==> src/rtl/uart_tx_arbiter.sv <==
// Round-robin byte arbiter sharing one uart_tx (and its baud generator) among NUM_REQ clients, with packet lock.
// Optional LAUNCH watchdog enabled by defining UART_TX_ARB_TIMEOUT_EN; without it tmo_err is tied low.
module uart_tx_arbiter #(
  parameter int NUM_REQ    = 4,
  parameter int BAUD_HOLD  = 16,
  parameter int LAUNCH_TMO = 4096
) (
  input  logic                 clk,
  input  logic                 rst_n,
  input  logic [NUM_REQ-1:0]   cli_req,
  input  logic [8*NUM_REQ-1:0] cli_byte,
  input  logic [NUM_REQ-1:0]   cli_last,
  output logic [NUM_REQ-1:0]   cli_ack,
  output logic [2:0]           gnt_id,
  output logic                 gnt_vld,
  output logic                 baud_en,
  output logic                 tx_req,
  output logic [7:0]           tx_byte,
  input  logic                 tx_busy,
  output logic                 tmo_err
);

  localparam int IW = (NUM_REQ > 1) ? $clog2(NUM_REQ) : 1;
  localparam int HW = $clog2(BAUD_HOLD + 1);

  if (NUM_REQ < 2 || NUM_REQ > 8 || BAUD_HOLD < 1 || LAUNCH_TMO < 1) begin : g_bad_param
    $error("uart_tx_arbiter: parameter out of range");
  end

  typedef enum logic [1:0] {S_IDLE, S_LAUNCH, S_SEND} state_t;

  state_t             state_q, state_d;
  logic [IW-1:0]      rr_q, rr_d;
  logic [IW-1:0]      own_q, own_d;
  logic               lock_q, lock_d;
  logic [HW-1:0]      hold_q, hold_d;
  logic [NUM_REQ-1:0] ack_q, ack_d;
  logic               tx_req_q, tx_req_d;
  logic [7:0]         tx_byte_q, tx_byte_d;
  logic               gnt_vld_q, gnt_vld_d;
  logic               baud_q, baud_d;

  logic [2*NUM_REQ-1:0] req_dbl;
  logic [NUM_REQ-1:0]   req_rot;
  logic [IW-1:0]        win_off;
  logic [IW:0]          win_sum;
  logic [IW-1:0]        win_idx;
  logic                 own_req;
  logic [IW-1:0]        rr_next;
  logic                 do_grant;
  logic                 do_release;
  logic [IW-1:0]        g_idx;
  logic [7:0]           g_byte;
  logic                 g_last;

  // Rotate requests so rr_q lands at bit 0; the lowest set bit is the winner's offset.
  always_comb begin
    req_dbl = {cli_req, cli_req} >> rr_q;
    req_rot = req_dbl[NUM_REQ-1:0];
    win_off = '0;
    for (int k = NUM_REQ - 1; k >= 0; k--) begin
      if (req_rot[k]) win_off = IW'(k);
    end
    win_sum = {1'b0, rr_q} + {1'b0, win_off};
    win_idx = (win_sum >= (IW+1)'(NUM_REQ)) ? IW'(win_sum - (IW+1)'(NUM_REQ)) : win_sum[IW-1:0];
  end

  always_comb begin
    own_req = 1'b0;
    for (int i = 0; i < NUM_REQ; i++) begin
      if (own_q == IW'(i)) own_req = cli_req[i];
    end
    rr_next = (own_q == IW'(NUM_REQ - 1)) ? '0 : own_q + IW'(1);
  end

`ifdef UART_TX_ARB_TIMEOUT_EN
  localparam int TW = $clog2(LAUNCH_TMO + 1);
  logic [TW-1:0] tmo_cnt_q, tmo_cnt_d;
  logic          tmo_q, tmo_d;
`endif

  always_comb begin
    state_d    = state_q;
    rr_d       = rr_q;
    own_d      = own_q;
    lock_d     = lock_q;
    hold_d     = hold_q;
    ack_d      = '0;
    tx_req_d   = tx_req_q;
    tx_byte_d  = tx_byte_q;
    gnt_vld_d  = gnt_vld_q;
    baud_d     = baud_q;
    do_grant   = 1'b0;
    do_release = 1'b0;
    g_idx      = own_q;
    g_byte     = 8'h00;
    g_last     = 1'b0;
`ifdef UART_TX_ARB_TIMEOUT_EN
    tmo_cnt_d  = tmo_cnt_q;
    tmo_d      = 1'b0;
`endif

    case (state_q)
      S_IDLE: begin
        if (|cli_req) begin
          do_grant = 1'b1;
          g_idx    = win_idx;
        end else if (hold_q != '0) begin
          hold_d = hold_q - HW'(1);
          if (hold_q == HW'(1)) baud_d = 1'b0;
        end
      end
      S_LAUNCH: begin
        if (tx_busy) begin
          tx_req_d = 1'b0;
          state_d  = S_SEND;
        end
`ifdef UART_TX_ARB_TIMEOUT_EN
        else if (tmo_cnt_q == TW'(LAUNCH_TMO - 1)) begin
          tx_req_d   = 1'b0;
          tmo_d      = 1'b1;
          do_release = 1'b1;
        end else begin
          tmo_cnt_d = tmo_cnt_q + TW'(1);
        end
`endif
      end
      S_SEND: begin
        // A locked owner whose req has dropped is an aborted packet: fall through to release.
        if (!tx_busy) begin
          if (lock_q && own_req) do_grant   = 1'b1;
          else                   do_release = 1'b1;
        end
      end
      default: state_d = S_IDLE;
    endcase

    for (int i = 0; i < NUM_REQ; i++) begin
      if (g_idx == IW'(i)) begin
        g_byte = cli_byte[8*i +: 8];
        g_last = cli_last[i];
      end
    end

    if (do_grant) begin
      ack_d     = {{(NUM_REQ-1){1'b0}}, 1'b1} << g_idx;
      tx_byte_d = g_byte;
      tx_req_d  = 1'b1;
      own_d     = g_idx;
      gnt_vld_d = 1'b1;
      baud_d    = 1'b1;
      lock_d    = ~g_last;
      hold_d    = '0;
      state_d   = S_LAUNCH;
`ifdef UART_TX_ARB_TIMEOUT_EN
      tmo_cnt_d = '0;
`endif
    end

    if (do_release) begin
      rr_d      = rr_next;
      lock_d    = 1'b0;
      gnt_vld_d = 1'b0;
      hold_d    = HW'(BAUD_HOLD);
      state_d   = S_IDLE;
    end
  end

  always_ff @(posedge clk or negedge rst_n) begin
    if (!rst_n) begin
      state_q   <= S_IDLE;
      rr_q      <= '0;
      own_q     <= '0;
      lock_q    <= 1'b0;
      hold_q    <= '0;
      ack_q     <= '0;
      tx_req_q  <= 1'b0;
      tx_byte_q <= 8'h00;
      gnt_vld_q <= 1'b0;
      baud_q    <= 1'b0;
    end else begin
      state_q   <= state_d;
      rr_q      <= rr_d;
      own_q     <= own_d;
      lock_q    <= lock_d;
      hold_q    <= hold_d;
      ack_q     <= ack_d;
      tx_req_q  <= tx_req_d;
      tx_byte_q <= tx_byte_d;
      gnt_vld_q <= gnt_vld_d;
      baud_q    <= baud_d;
    end
  end

`ifdef UART_TX_ARB_TIMEOUT_EN
  always_ff @(posedge clk or negedge rst_n) begin
    if (!rst_n) begin
      tmo_cnt_q <= '0;
      tmo_q     <= 1'b0;
    end else begin
      tmo_cnt_q <= tmo_cnt_d;
      tmo_q     <= tmo_d;
    end
  end
  assign tmo_err = tmo_q;
`else
  assign tmo_err = 1'b0;
`endif

  assign cli_ack = ack_q;
  assign gnt_id  = 3'(own_q);
  assign gnt_vld = gnt_vld_q;
  assign baud_en = baud_q;
  assign tx_req  = tx_req_q;
  assign tx_byte = tx_byte_q;

endmodule

==> config.mk <==
export PLATFORM = sky130hd
export DESIGN_NAME = uart_tx_arbiter
export DESIGN_NICKNAME = d
export VERILOG_FILES = /design/src/rtl/uart_tx_arbiter.sv
export SDC_FILE = /design/constraint.sdc
export NUM_CORES = 1
export LEC_CHECK = 0
export CELL_PAD_IN_SITES_DETAIL_PLACEMENT = 2
export CELL_PAD_IN_SITES_GLOBAL_PLACEMENT = 2
export CORE_ASPECT_RATIO = 1.2
export CORE_MARGIN = 10
export CORE_UTILIZATION = 30
export CTS_BUF_LIST = sky130_fd_sc_hd__clkbuf_4
export DETAILED_ROUTE_END_ITERATION = 10
export HOLD_SLACK_MARGIN = 0.12
export PLACE_DENSITY = 0.93
export SETUP_SLACK_MARGIN = 0.4
export SLEW_MARGIN = 20
export SYNTH_ARGS = -nofsm -noshare
export SYNTH_HDL_FRONTEND = slang
export SYNTH_SLANG_ARGS = --single-unit
==> constraint.sdc <==
create_clock -name clk -period 6.7 [get_ports clk]
set_input_delay 1.34 -clock clk [delete_from_list [all_inputs] [get_ports clk]]
set_output_delay 1.34 -clock clk [all_outputs]
set_load 0.005 [all_outputs]
== Word-level counts from Yosys, hierarchy flattened ==
Cells that the tools add are included.

* Add/sub/neg operators: 4
* $mul: 0
* Div/mod/pow operators: 0
* $lt $le $gt $ge: 1
* Eq/ne operators: 13
* Shifts and indexed selects: 2
* Mux-type cells: 49
* Bitwise gates (word level): 1
* Reduce and logical (&&, ||, !) cells: 19

{| class="wikitable"
|+ Operators with widths
! kind !! number
|-
| 8-bit 2-to-1 mux || 4
|-
| 1-bit 2-to-1 mux || 26
|-
| 5-bit 2-to-1 mux || 5
|-
| 2-bit 2-to-1 mux || 11
|-
| 2-bit nonzero test || 6
|-
| 2-bit equality test, second input constant || 5
|-
| 8-bit by 2-bit right shift with 4-bit output || 1
|-
| 2-bit by 1-bit equality test with 1-bit output, second input constant || 3
|-
| 2-bit zero test || 3
|-
| 3-bit nonzero test || 2
|-
| 5-bit by 1-bit equality test with 1-bit output, second input constant || 1
|-
| 5-bit nonzero test || 1
|-
| 5-bit by 1-bit subtractor with 5-bit output, second input constant || 1
|-
| 4-bit 2-to-1 mux || 1
|-
| 4-bit inequality test, second input constant || 1
|-
| 2-bit case mux with 2 select lines || 1
|-
| 2-bit AND reduction || 2
|-
| 4-bit AND reduction || 1
|-
| 4-bit OR reduction || 1
|-
| 1-bit by 2-bit left shift with 4-bit output, first input constant || 1
|-
| 2-bit by 2-bit adder with 3-bit output || 1
|-
| 3-bit >= comparator, second input constant || 1
|-
| 3-bit by 1-bit inequality test with 1-bit output, second input constant || 1
|-
| 3-bit inequality test, second input constant || 1
|-
| 8 further kinds || 8
|}

* Flip-flop bits (word level): 27
* Bits in latches: 0
* Bits in writable memories: 0
* Bits in read-only memories: 0
* Input port bits: 43
* Output and inout port bits: 19
* Logic and storage cells: 99
* Memories: 0

== Longest topological paths before layout ==
Gate-level depths: netlist of the first run.

* Depth in word-level cells: 18
* Gate-level depth with buffers: 13

== Least setup slack after synthesis of the first run ==
No wires, ideal clock.

* Path kind: input to register
* From: input port cli_req[2]
* To: register tx_byte_q[1], in the netlist tx_byte[1]
* Library setup time: 0.125 ns
* Data arrival time: 3.406 ns
* Slack: 3.169 ns
* Cell stages on the path: 12
* Cells stage by stage: buf_6 > nor2_1 > nor2_1 > a21oi_1 > o32a_1 > a21oi_1 > ha_1 > mux2_4 > inv_2 > buf_6 > mux4_2 > mux2_2

* Longest elaborated chain between the ends: 15
* Elaborated cells between the ends (all ways): 27
* Classes of those cells: add/sub (2); order compare (1); eq/ne (3); shift (1); mux (17); reduce/logical (3)

{| class="wikitable"
|+ RTL lines
! element !! RTL line !! text
|-
| start, declared || 10 || <nowiki>input logic [NUM_REQ-1:0] cli_req,</nowiki>
|-
| 8-bit by 2-bit right shift with 4-bit output || 58 || <nowiki>req_dbl = {cli_req, cli_req} >> rr_q;</nowiki>
|-
| 2-bit 2-to-1 mux (4 in a row) || 62 || <nowiki>if (req_rot[k]) win_off = IW'(k);</nowiki>
|-
| 2-bit by 2-bit adder with 3-bit output || 64 || <nowiki>win_sum = {1'b0, rr_q} + {1'b0, win_off};</nowiki>
|-
| 3-bit >= comparator / 2-bit by 1-bit subtractor with 2-bit output (equally long branches) || 65 || <nowiki>win_idx = (win_sum >= (IW+1)'(NUM_REQ)) ? IW'(win_sum - (IW+1)'(NUM_REQ)) : win_sum[IW-1:0];</nowiki>
|-
| 2-bit 2-to-1 mux || 65 ||
|-
| 2-bit 2-to-1 mux || 105 || <nowiki>if (|cli_req) begin</nowiki>
|-
| 2-bit 2-to-1 mux || 103 || <nowiki>case (state_q)</nowiki>
|-
| 2-bit zero test || 139 || <nowiki>if (g_idx == IW'(i)) begin</nowiki>
|-
| 8-bit 2-to-1 mux (4 in a row) || 139 ||
|-
| end signal, assigned || 189 || <nowiki>tx_byte_q <= tx_byte_d;</nowiki>
|-
| end, declared || 39 || <nowiki>logic [7:0] tx_byte_q, tx_byte_d;</nowiki>
|}

Several ways; a longest one is shown, not always the timed one.
A chain may end at the register's enable or synchronous reset.

== Worst setup path after layout of the first run ==
Ends and elaborated chain as after synthesis.

==> out/qor.txt, run 1 <==
status - finished clean
Final Total Pwr - 902 uW
initial drt markers - 28
clock buffer depth - 2
Tmin final - 4.06 ns
Hold Fails Final Rpt - 0
post-DP HPWL - 4490 um
Fmax achieved - 246 MHz
H-tree Lvls - 1
worst r2r dst - tx_byte[1]
placed cell area - 2270 um2
Synth top area share - 41.3%
Die Footprint - 8820 um2
cts repair resizes - 0
routability cong. - 0.730
IO Count - 62
Yosys cell types - 37
final antenna-violating net count - 0
worst hold endpoint - baud_en
met1 GRT Util - 11.6%
CP Class - primary input to flip-flop
Post-synth ARST share - 100%
cells after synthesis - 145
Layout fillers - 561
Mapped Area - 1640 um2
Post-synth EDFFs - 0
setup TNS - 0 ns
busiest grt layer - met2
Clock Pin Slew Worst Setup and Hold Paths - 0.16 ns
Port Buf Inserts - 59
sequential-to-total area share from yosys stat - 41.3%
setup bufs post-CTS - 0
crit share post-route - 60.6%
Cells on Worst Hold Path - 2
Leakage - 0.930 nW
Antenna diodes - 0
arrival time worst endpoint - 4.29 ns
GR Layer Usage met2 - 23.1%
Hold WC Path Type - flip-flop to flip-flop
post-DR vias/cell - 5.12
Vias - 1363
global route overflow - 0
Worst Tran Pin Value - 0.781 ns
area grow syn2layout - 40.5%
most frequent cell after synthesis - dfrtp_1
row cnt - 29
CTS Hold Bufs - 0
grt met3 use - 4.77%
CORE AREA - 5300 um2
CTS tree - done
Final Cell Area - 2300 um2
worst skew pair latency - 0.33 ns
Detailed Routing Iterations Pass 1 - 4
CTS root buffer - clkbuf_4
R2R cell count - 9
worst r2r src - rr_q[1]
Die X - 87.4 um
hold_sp - baud_en
RSZ-0062 raised after global routing - false
total global routing track utilization - 12.1%
Worst VDD drop - 0.188 mV
synth top area cells - dfrtp_1 (41%), mux4_2 (12%), mux2_2 (7.6%)
Syn Area/Cell - 11.3 um2
Pins Over Slew Limit - 0
worst hold slack - 0.503 ns
first-pass GRT wire length - 8610 um
Routed wire per std cell - 19.7 um
Yosys top cell by area - dfrtp_1
Syn. warnings - 0
Max Fanout on Critical Path - 12
pwr dens - 392 nW/um2
Num CTS Buffers - 3
skew final - 0.0111 ns
# setup viols final - 0
Critical Path RT - 6.93 ns
vias in the first global route - 1639
flop-to-flop setup slack - 3.73 ns
share of cells above drive strength 1 - 15.2%
Worst slew margin - 47.6%
Die Ht - 101 um
Starting Density - 30.9%
top post-synthesis cells by count - dfrtp_1 (27), nand2_1 (13), mux2_2 (11)
number of remaining DRC errors - 0
flops & latches, synth - 27
Critical Path Start Type - primary input
Max-Cap Viols - 0
nets@finish - 256
total routed wirelength - 5250 um
initial antenna violation count - 0
largest net degree at the start of global routing - 28
Top FF cell, synth - dfrtp_1
clk sink count - 27
CP Capture Type - flip-flop
final cells by class:
type | instances | area [um2] | share of cell area, %
Multi-Input combinational cell | 104 | 885 | 38.5
Sequential cell | 27 | 676 | 29.4
Timing Repair Buffer | 60 | 598 | 26.0
Tap cell | 62 | 77.6 | 3.37
Inverter | 9 | 33.8 | 1.47
Clock buffer | 3 | 22.5 | 0.979
Clock inverter | 1 | 7.51 | 0.326
sequential cells by signal, indices dropped and copies added, names as in the netlist:
name	flops
baud_en	1
gnt_vld	1
lock_q	1
tx_byte	8
rr_q	2
tx_req	1
hold_q	5
cli_ack	4
state_q	2
own_q	2
per-stage QoR:
step / utilization, % / setup slack, ns / cells
final: 43.4 / 2.64 / 266
after global routing: 43.4 / 2.42 / 266
after floorplan: - / 3.17 / 146
after CTS: 43.4 / 2.59 / 266
after detailed placement: 42.8 / 2.22 / 262
after global placement: 42.8 / 2.36 / 262
logic make-up after synthesis:
| kind of cell | share of synthesized area [%] |
|---|---|
| AO/OA/AOI/OAI | 8.56 |
| XOR/XNOR | 2.68 |
| adder cells (fa/ha/maj) | 6.12 |
| buffers and inverters | 4.89 |
| flip-flops | 41.3 |
| multiplexers | 20.9 |
| other | 0.229 |
| AND/OR/NAND/NOR | 15.4 |
layout by cell type (no fill, tap or decap), types with 2 or more instances in the layout:
cell             count
dfrtp_1             27
mux4_2               9
xor2_1               3
o21ai_0              6
nand3_1              4
ha_1                 8
xnor2_1              2
clkbuf_4             3
a21oi_1              4
a211oi_1             2
nand2_1             13
inv_1                8
clkdlybuf4s50_1     59
nor3_1               9
nor3b_1              3
nand2b_1             2
mux2_2              11
nor2_1              10
nor2b_1              2
conb_1               2
critical path, stage by stage:
cell and delay, ns:
clkdlybuf4s50_1 0.65, nor2_1 0.09, nor2_1 0.11, a21oi_1 0.05
o32a_1 0.18, a21oi_1 0.15, ha_1 0.18, xor2_1 0.21
a211o_1 0.13, and3_1 0.52, mux4_2 0.40, mux2_2 0.28
worst max-delay path by stage:
stage               startpoint    endpoint  slack (ns)  cells after the start
floorplan           cli_req[2]  tx_byte[1]        3.17                     12
global placement    cli_req[2]  tx_byte[2]        2.36                     12
detailed placement  cli_req[2]  tx_byte[2]        2.22                     12
CTS                 cli_req[2]  tx_byte[1]        2.59                     12
global route        cli_req[2]  tx_byte[5]        2.42                     12
finish              cli_req[2]  tx_byte[1]        2.64                     12
report_power, final:
| group | leakage (nW) | total (mW) | switching [mW] | internal (mW) |
|---|---|---|---|---|
| sequential | 0.333 | 0.288 | 0.0605 | 0.227 |
| combinational | 0.583 | 0.540 | 0.242 | 0.298 |
| clock | 0.0139 | 0.0742 | 0.0513 | 0.0228 |
| total | 0.930 | 0.902 | 0.353 | 0.548 |
routing by layer:
metal,routed length (um),vias to the layer above
li1,-,627
met1,1800,688
met2,2950,44
met3,434,4
met4,60,0
met5,0,-
Note: power is estimated with default switching activity, not from simulation.
==> inputs of run 2 (changes only) <==
Settings changed: CORE_UTILIZATION 30 to 25, PLACE_DENSITY 0.93 to 0.83.
Clock period 6.7 ns to 3.5 ns, I/O delays scaled along.
==> run 2 against run 1 <==
Clock-buffer cell count grew 1. Routed wire length up 0.44%. Critical path depth shrank 4. Clock skew rose by 0.0012 ns. Register-to-register slack got worse by 2.9 ns. Combinational power up 110%. Die area increased by 16%. First-iteration DRC count fell by 29%. Worst setup slack worse by 2.1 ns. Worst hold slack worse by 0.0089 ns. Sequential share of layout area decreased by 1.7 points.
==> out/qor.txt, run 2 (synthesis results as in run 1) <==
status - finished clean
Crit-path slowest cell - or4_4
first-pass GRT wire length - 8630 um
Final Total Pwr - 1.84 mW
Detailed Routing Iterations Pass 1 - 3
CP Capture Type - flip-flop
crit share post-route - 86.0%
Pins Over Slew Limit - 0
number of remaining DRC errors - 0
routability cong. - 0.779
total routed wirelength - 5270 um
Critical Path Start Type - primary input
Routed wire per std cell - 17.6 um
area grow syn2layout - 48.9%
Sw Ratio - 38.1%
arrival time worst endpoint - 3.23 ns
worst hold endpoint - baud_en
Fmax achieved - 332 MHz
post-DR vias/cell - 4.74
CTS root buffer - clkbuf_4
Hold Fails Final Rpt - 0
Comb pwr share - 62.2%
worst hold slack - 0.494 ns
Worst VDD drop - 0.271 mV
worst r2r dst - tx_byte[0]
RSZ-0062 raised after global routing - true
Num CTS Buffers - 3
pwr dens - 753 nW/um2
Port Buf Inserts - 59
Die X - 93.9 um
IO Count - 62
Worst Tran Pin Value - 0.573 ns
final antenna-violating net count - 0
Layout fillers - 715
Vias - 1418
Critical Path RT - 3.72 ns
vias in the first global route - 1708
largest net degree at the start of global routing - 28
clk sink count - 27
Clock Pin Slew Worst Setup and Hold Paths - 0.15 ns
CORE AREA - 6410 um2
Max-Cap Viols - 0
share of cells above drive strength 1 - 21.0%
Clk network pwr share - 7.8%
Max Fanout on Critical Path - 9
Antenna diodes - 0
max reg flops - 8
setup bufs post-CTS - 0
Post-Place Worst Slack - -0.117 ns
internal power - 1.14 mW
H-tree Lvls - 1
worst r2r src - rr_q[1]
Cells on Worst Hold Path - 2
worst skew pair latency - 0.32 ns
nets@finish - 266
clock buffer depth - 2
initial drt markers - 20
R2R cell count - 9
final worst slack - 0.491 ns
# setup viols final - 0
Tmin final - 3.01 ns
hold_sp - baud_en
Die Ht - 109 um
most common cell after layout, fill and taps aside - clkdlybuf4s50_1
Worst slew margin - 61.5%
CTS tree - done
most frequent cells in the layout - clkdlybuf4s50_1 (57), dfrtp_1 (27), nand2_1 (13), mux2_2 (11), buf_4 (11)
Die Footprint - 10200 um2
initial antenna violation count - 0
global route overflow - 0
post-DP HPWL - 4390 um
Leakage - 1.01 nW
Starting Density - 25.5%
CP Class - primary input to flip-flop
row cnt - 32
net switching power - 699 uW
Max stage delay on crit path - 0.56 ns
skew final - 0.0123 ns
flop-to-flop setup slack - 0.82 ns
Hold WC Path Type - flip-flop to flip-flop
Critical Path, Cell by Cell - clkdlybuf4s50_1 -> buf_4 -> or4_4 -> nand2_4 -> mux2_4 -> clkinv_8 -> mux4_2 -> mux2_2
sequential group share of total power - 30.0%
total global routing track utilization - 10.8%
## run 2: worst max path at each step
stage	startpoint	endpoint	cells past startpoint
detailed placement	cli_req[0]	tx_byte[0]	12
CTS	cli_req[0]	tx_byte[0]	11
global route	cli_req[2]	tx_byte[7]	12
finish	cli_req[2]	tx_byte[0]	8
global placement	cli_req[0]	tx_byte[3]	11
floorplan	cli_req[2]	tx_byte[1]	12
## run 2: final cells by class
class	instances	area (um2)	share of cell area (%)
Inverter	9	46.3	1.90
Sequential cell	27	676	27.7
Multi-Input combinational cell	104	901	37.0
Timing Repair Buffer	70	678	27.8
Clock buffer	4	30.0	1.23
Tap cell	85	106	4.36
## run 2: critical path, delay by kind of cell
family / cells / cell delay (ns)
and+or+nand+nor: 2 / 0.67
buffers and inverters: 3 / 0.72
muxes: 3 / 1.11
## run 2: timing repair
item,in CTS,in global routing
gates cloned,0,0
pin swaps,1,3
resized for setup,5,7
setup endpoints to repair,10,11
hold buffers,0,0
## run 2: per-layer routing
| layer | wire, um | track usage (%) |
|---|---|---|
| met1 | 1740 | 9.84 |
| met2 | 2800 | 19.7 |
| met3 | 633 | 6.05 |
| met4 | 96 | 3.37 |
| met5 | 0 | 0 |
## run 2: per-stage QoR
stage               cell area (um2)  cells  TNS, ns  util [%]
finish                         2440    299        0      38.0
global route                   2440    299        0      38.0
CTS                            2420    299        0      37.7
detailed placement             2370    295   -0.881      37.1
global placement               2370    295  -0.0683      37.1
floorplan                      1640    146        0         -
## run 2: power by group through the flow
stage	sequential, mW	combinational (mW)	clock (mW)
3_3_place_gp	0.547	1.08	0
3_5_place_dp	0.556	1.12	0
2_1_floorplan	0.525	0.687	0
6_report	0.550	1.14	0.143
4_1_cts	0.550	1.17	0.152
5_1_grt	0.571	1.27	0.165
==> inputs of run 3 (changes only) <==
Settings changed: CORE_ASPECT_RATIO 1.2 to default, CORE_MARGIN 10 to default.
==> run 3 against run 2 <==
Clock power is essentially flat. Critical endpoint is now tx_byte[2]. Clock-buffer cell count is the same. Sequential share of layout area shrank 0.57 points. Non-clock buffer count is 4 higher. Combinational power rose by 12%. Sequential cell count stayed put. First-iteration DRC count rose by 25%. Worst hold slack improved by 0.015 ns.
==> out/qor.txt, run 3 (synthesis results as in run 1) <==
skew final - 0.00904 ns
largest net degree at the start of global routing - 28
Clock Pin Slew Worst Setup and Hold Paths - 0.15 ns
H-tree Lvls - 1
Hold Fails Final Rpt - 0
CTS tree - done
Die Ht - 82.9 um
post-DP HPWL - 3850 um
crit share post-route - 85.6%
placed cell area - 2380 um2
Post-Place Worst Slack - -0.221 ns
Critical Path RT - 3.72 ns
Fmax achieved - 334 MHz
Final Total Pwr - 1.97 mW
row cnt - 29
Max stage delay on crit path - 0.56 ns
initial drt markers - 25
Vias - 1410
family with the most delay on the worst path - multiplexers
Hold WC Path Type - flip-flop to flip-flop
Leakage - 1.04 nW
max reg flops - 8
pwr dens - 792 nW/um2
clk sink count - 27
number of remaining DRC errors - 0
total routed wirelength - 4820 um
Critical Path, Cell by Cell - dlygate4sd2_1 -> buf_4 -> or4_4 -> nand2_4 -> mux2_4 -> inv_4 -> bufbuf_16 -> mux4_2 -> mux2_2
Worst VDD drop - 0.380 mV
Die X - 82.9 um
post-DR vias/cell - 4.78
final antenna-violating net count - 0
most frequent cells in the layout - clkdlybuf4s50_1 (55), dfrtp_1 (27), nand2_1 (12), buf_4 (12), mux2_2 (11)
final worst slack - 0.506 ns
total placed cells including tap cells - 288
CP Capture Type - flip-flop
routability cong. - 0.783
Die Footprint - 6870 um2
Num CTS Buffers - 3
CTS root buffer - clkbuf_4
CORE AREA - 6350 um2
area grow syn2layout - 52.1%
vias in the first global route - 1696
Pins Over Slew Limit - 0
flop-to-flop setup slack - 0.59 ns
status - finished clean
total global routing track utilization - 14.9%
Max-Cap Viols - 0
GR Layer Usage met2 - 28.8%
worst skew pair latency - 0.33 ns
Max Fanout on Critical Path - 5
initial antenna violation count - 0
Starting Density - 25.8%
Antenna diodes - 0
nets@finish - 270
post-route insts no fill - 295
buffers and inverters on the worst path - 4
grt met3 use - 3.88%
CP Class - primary input to flip-flop
Crit-path slowest cell - or4_4
Critical Path Start Type - primary input
clock buffer depth - 2
RSZ-0062 raised after global routing - false
global route overflow - 0
worst hold slack - 0.509 ns
met1 GRT Util - 16.0%
most common cell after layout, fill and taps aside - clkdlybuf4s50_1
Detailed Routing Iterations Pass 1 - 4
# setup viols final - 0
Tmin final - 2.99 ns
first-pass GRT wire length - 8140 um
arrival time worst endpoint - 3.22 ns
IO Count - 62
share of cells above drive strength 1 - 23.4%
Port Buf Inserts - 59
Final Cell Area - 2490 um2
Routed wire per std cell - 16.3 um
busiest grt layer - met2
-- run 3: cell types whose count changed in the layout (fill, tap and decap cells not counted), sizes merged --
cell / delta
bufbuf: +1
buf: +3
clkinv: -1
inv: +1
dlymetal6s2s: -1
clkdlybuf4s50: -2
dlygate4sd2: +3
-- run 3: timing repair --
item | CTS | global route
setup buffers | 2 | 0
setup endpoints to repair | 10 | 3
hold buffers | 0 | 0
pin swaps | 2 | 0
resized for setup | 9 | 5
gates cloned | 1 | 0
-- run 3: final cells by class --
type / count / area [um2]
inverters: 9 / 36.3
multi-input cells: 104 / 907
clock buffers: 4 / 30.0
repair buffers: 74 / 743
flip-flops and latches: 27 / 676
fillers: 655 / 3860
well taps: 77 / 96.3
-- run 3: worst register-to-register path: cells and delay by family, from the launching register on --
family / cells / cell delay [ns]
AO/OA/AOI/OAI: 2 / 0.51
adder cells (fa/ha/maj): 1 / 0.25
buffers and inverters: 3 / 0.45
flip-flops: 1 / 0.56
multiplexers: 3 / 1.05
-- run 3: routing by layer --
layer  vias up  wire length [um]
met3         2               289
met4         0                25
met5         -                 0
met2        45              2660
li1        657                 -
met1       706              1840
-- run 3: path summary, 6_finish.rpt --
path                               to  cells past startpoint  startpoint
setup / recovery           tx_byte[2]                      9  cli_req[3]
hold / removal                baud_en                      2     baud_en
setup reg to reg           tx_byte[2]                      9     rr_q[1]
hold reg to reg               baud_en                      2     baud_en
max in group asynchronous  tx_byte[1]                      2       rst_n
min in group asynchronous   hold_q[1]                      2       rst_n
-- run 3: metrics by stage --
stage	utilization, %	setup TNS [ns]
after floorplan	-	0
after global placement	37.5	-0.513
after detailed placement	37.5	-1.80
after CTS	39.0	0
after global routing	39.2	0
final	39.2	0
-- run 3: report_power, final --
group          internal, mW  total (mW)  switching [mW]
registers             0.435       0.547           0.113
logic                 0.774        1.28           0.504
clock network        0.0524       0.146          0.0933
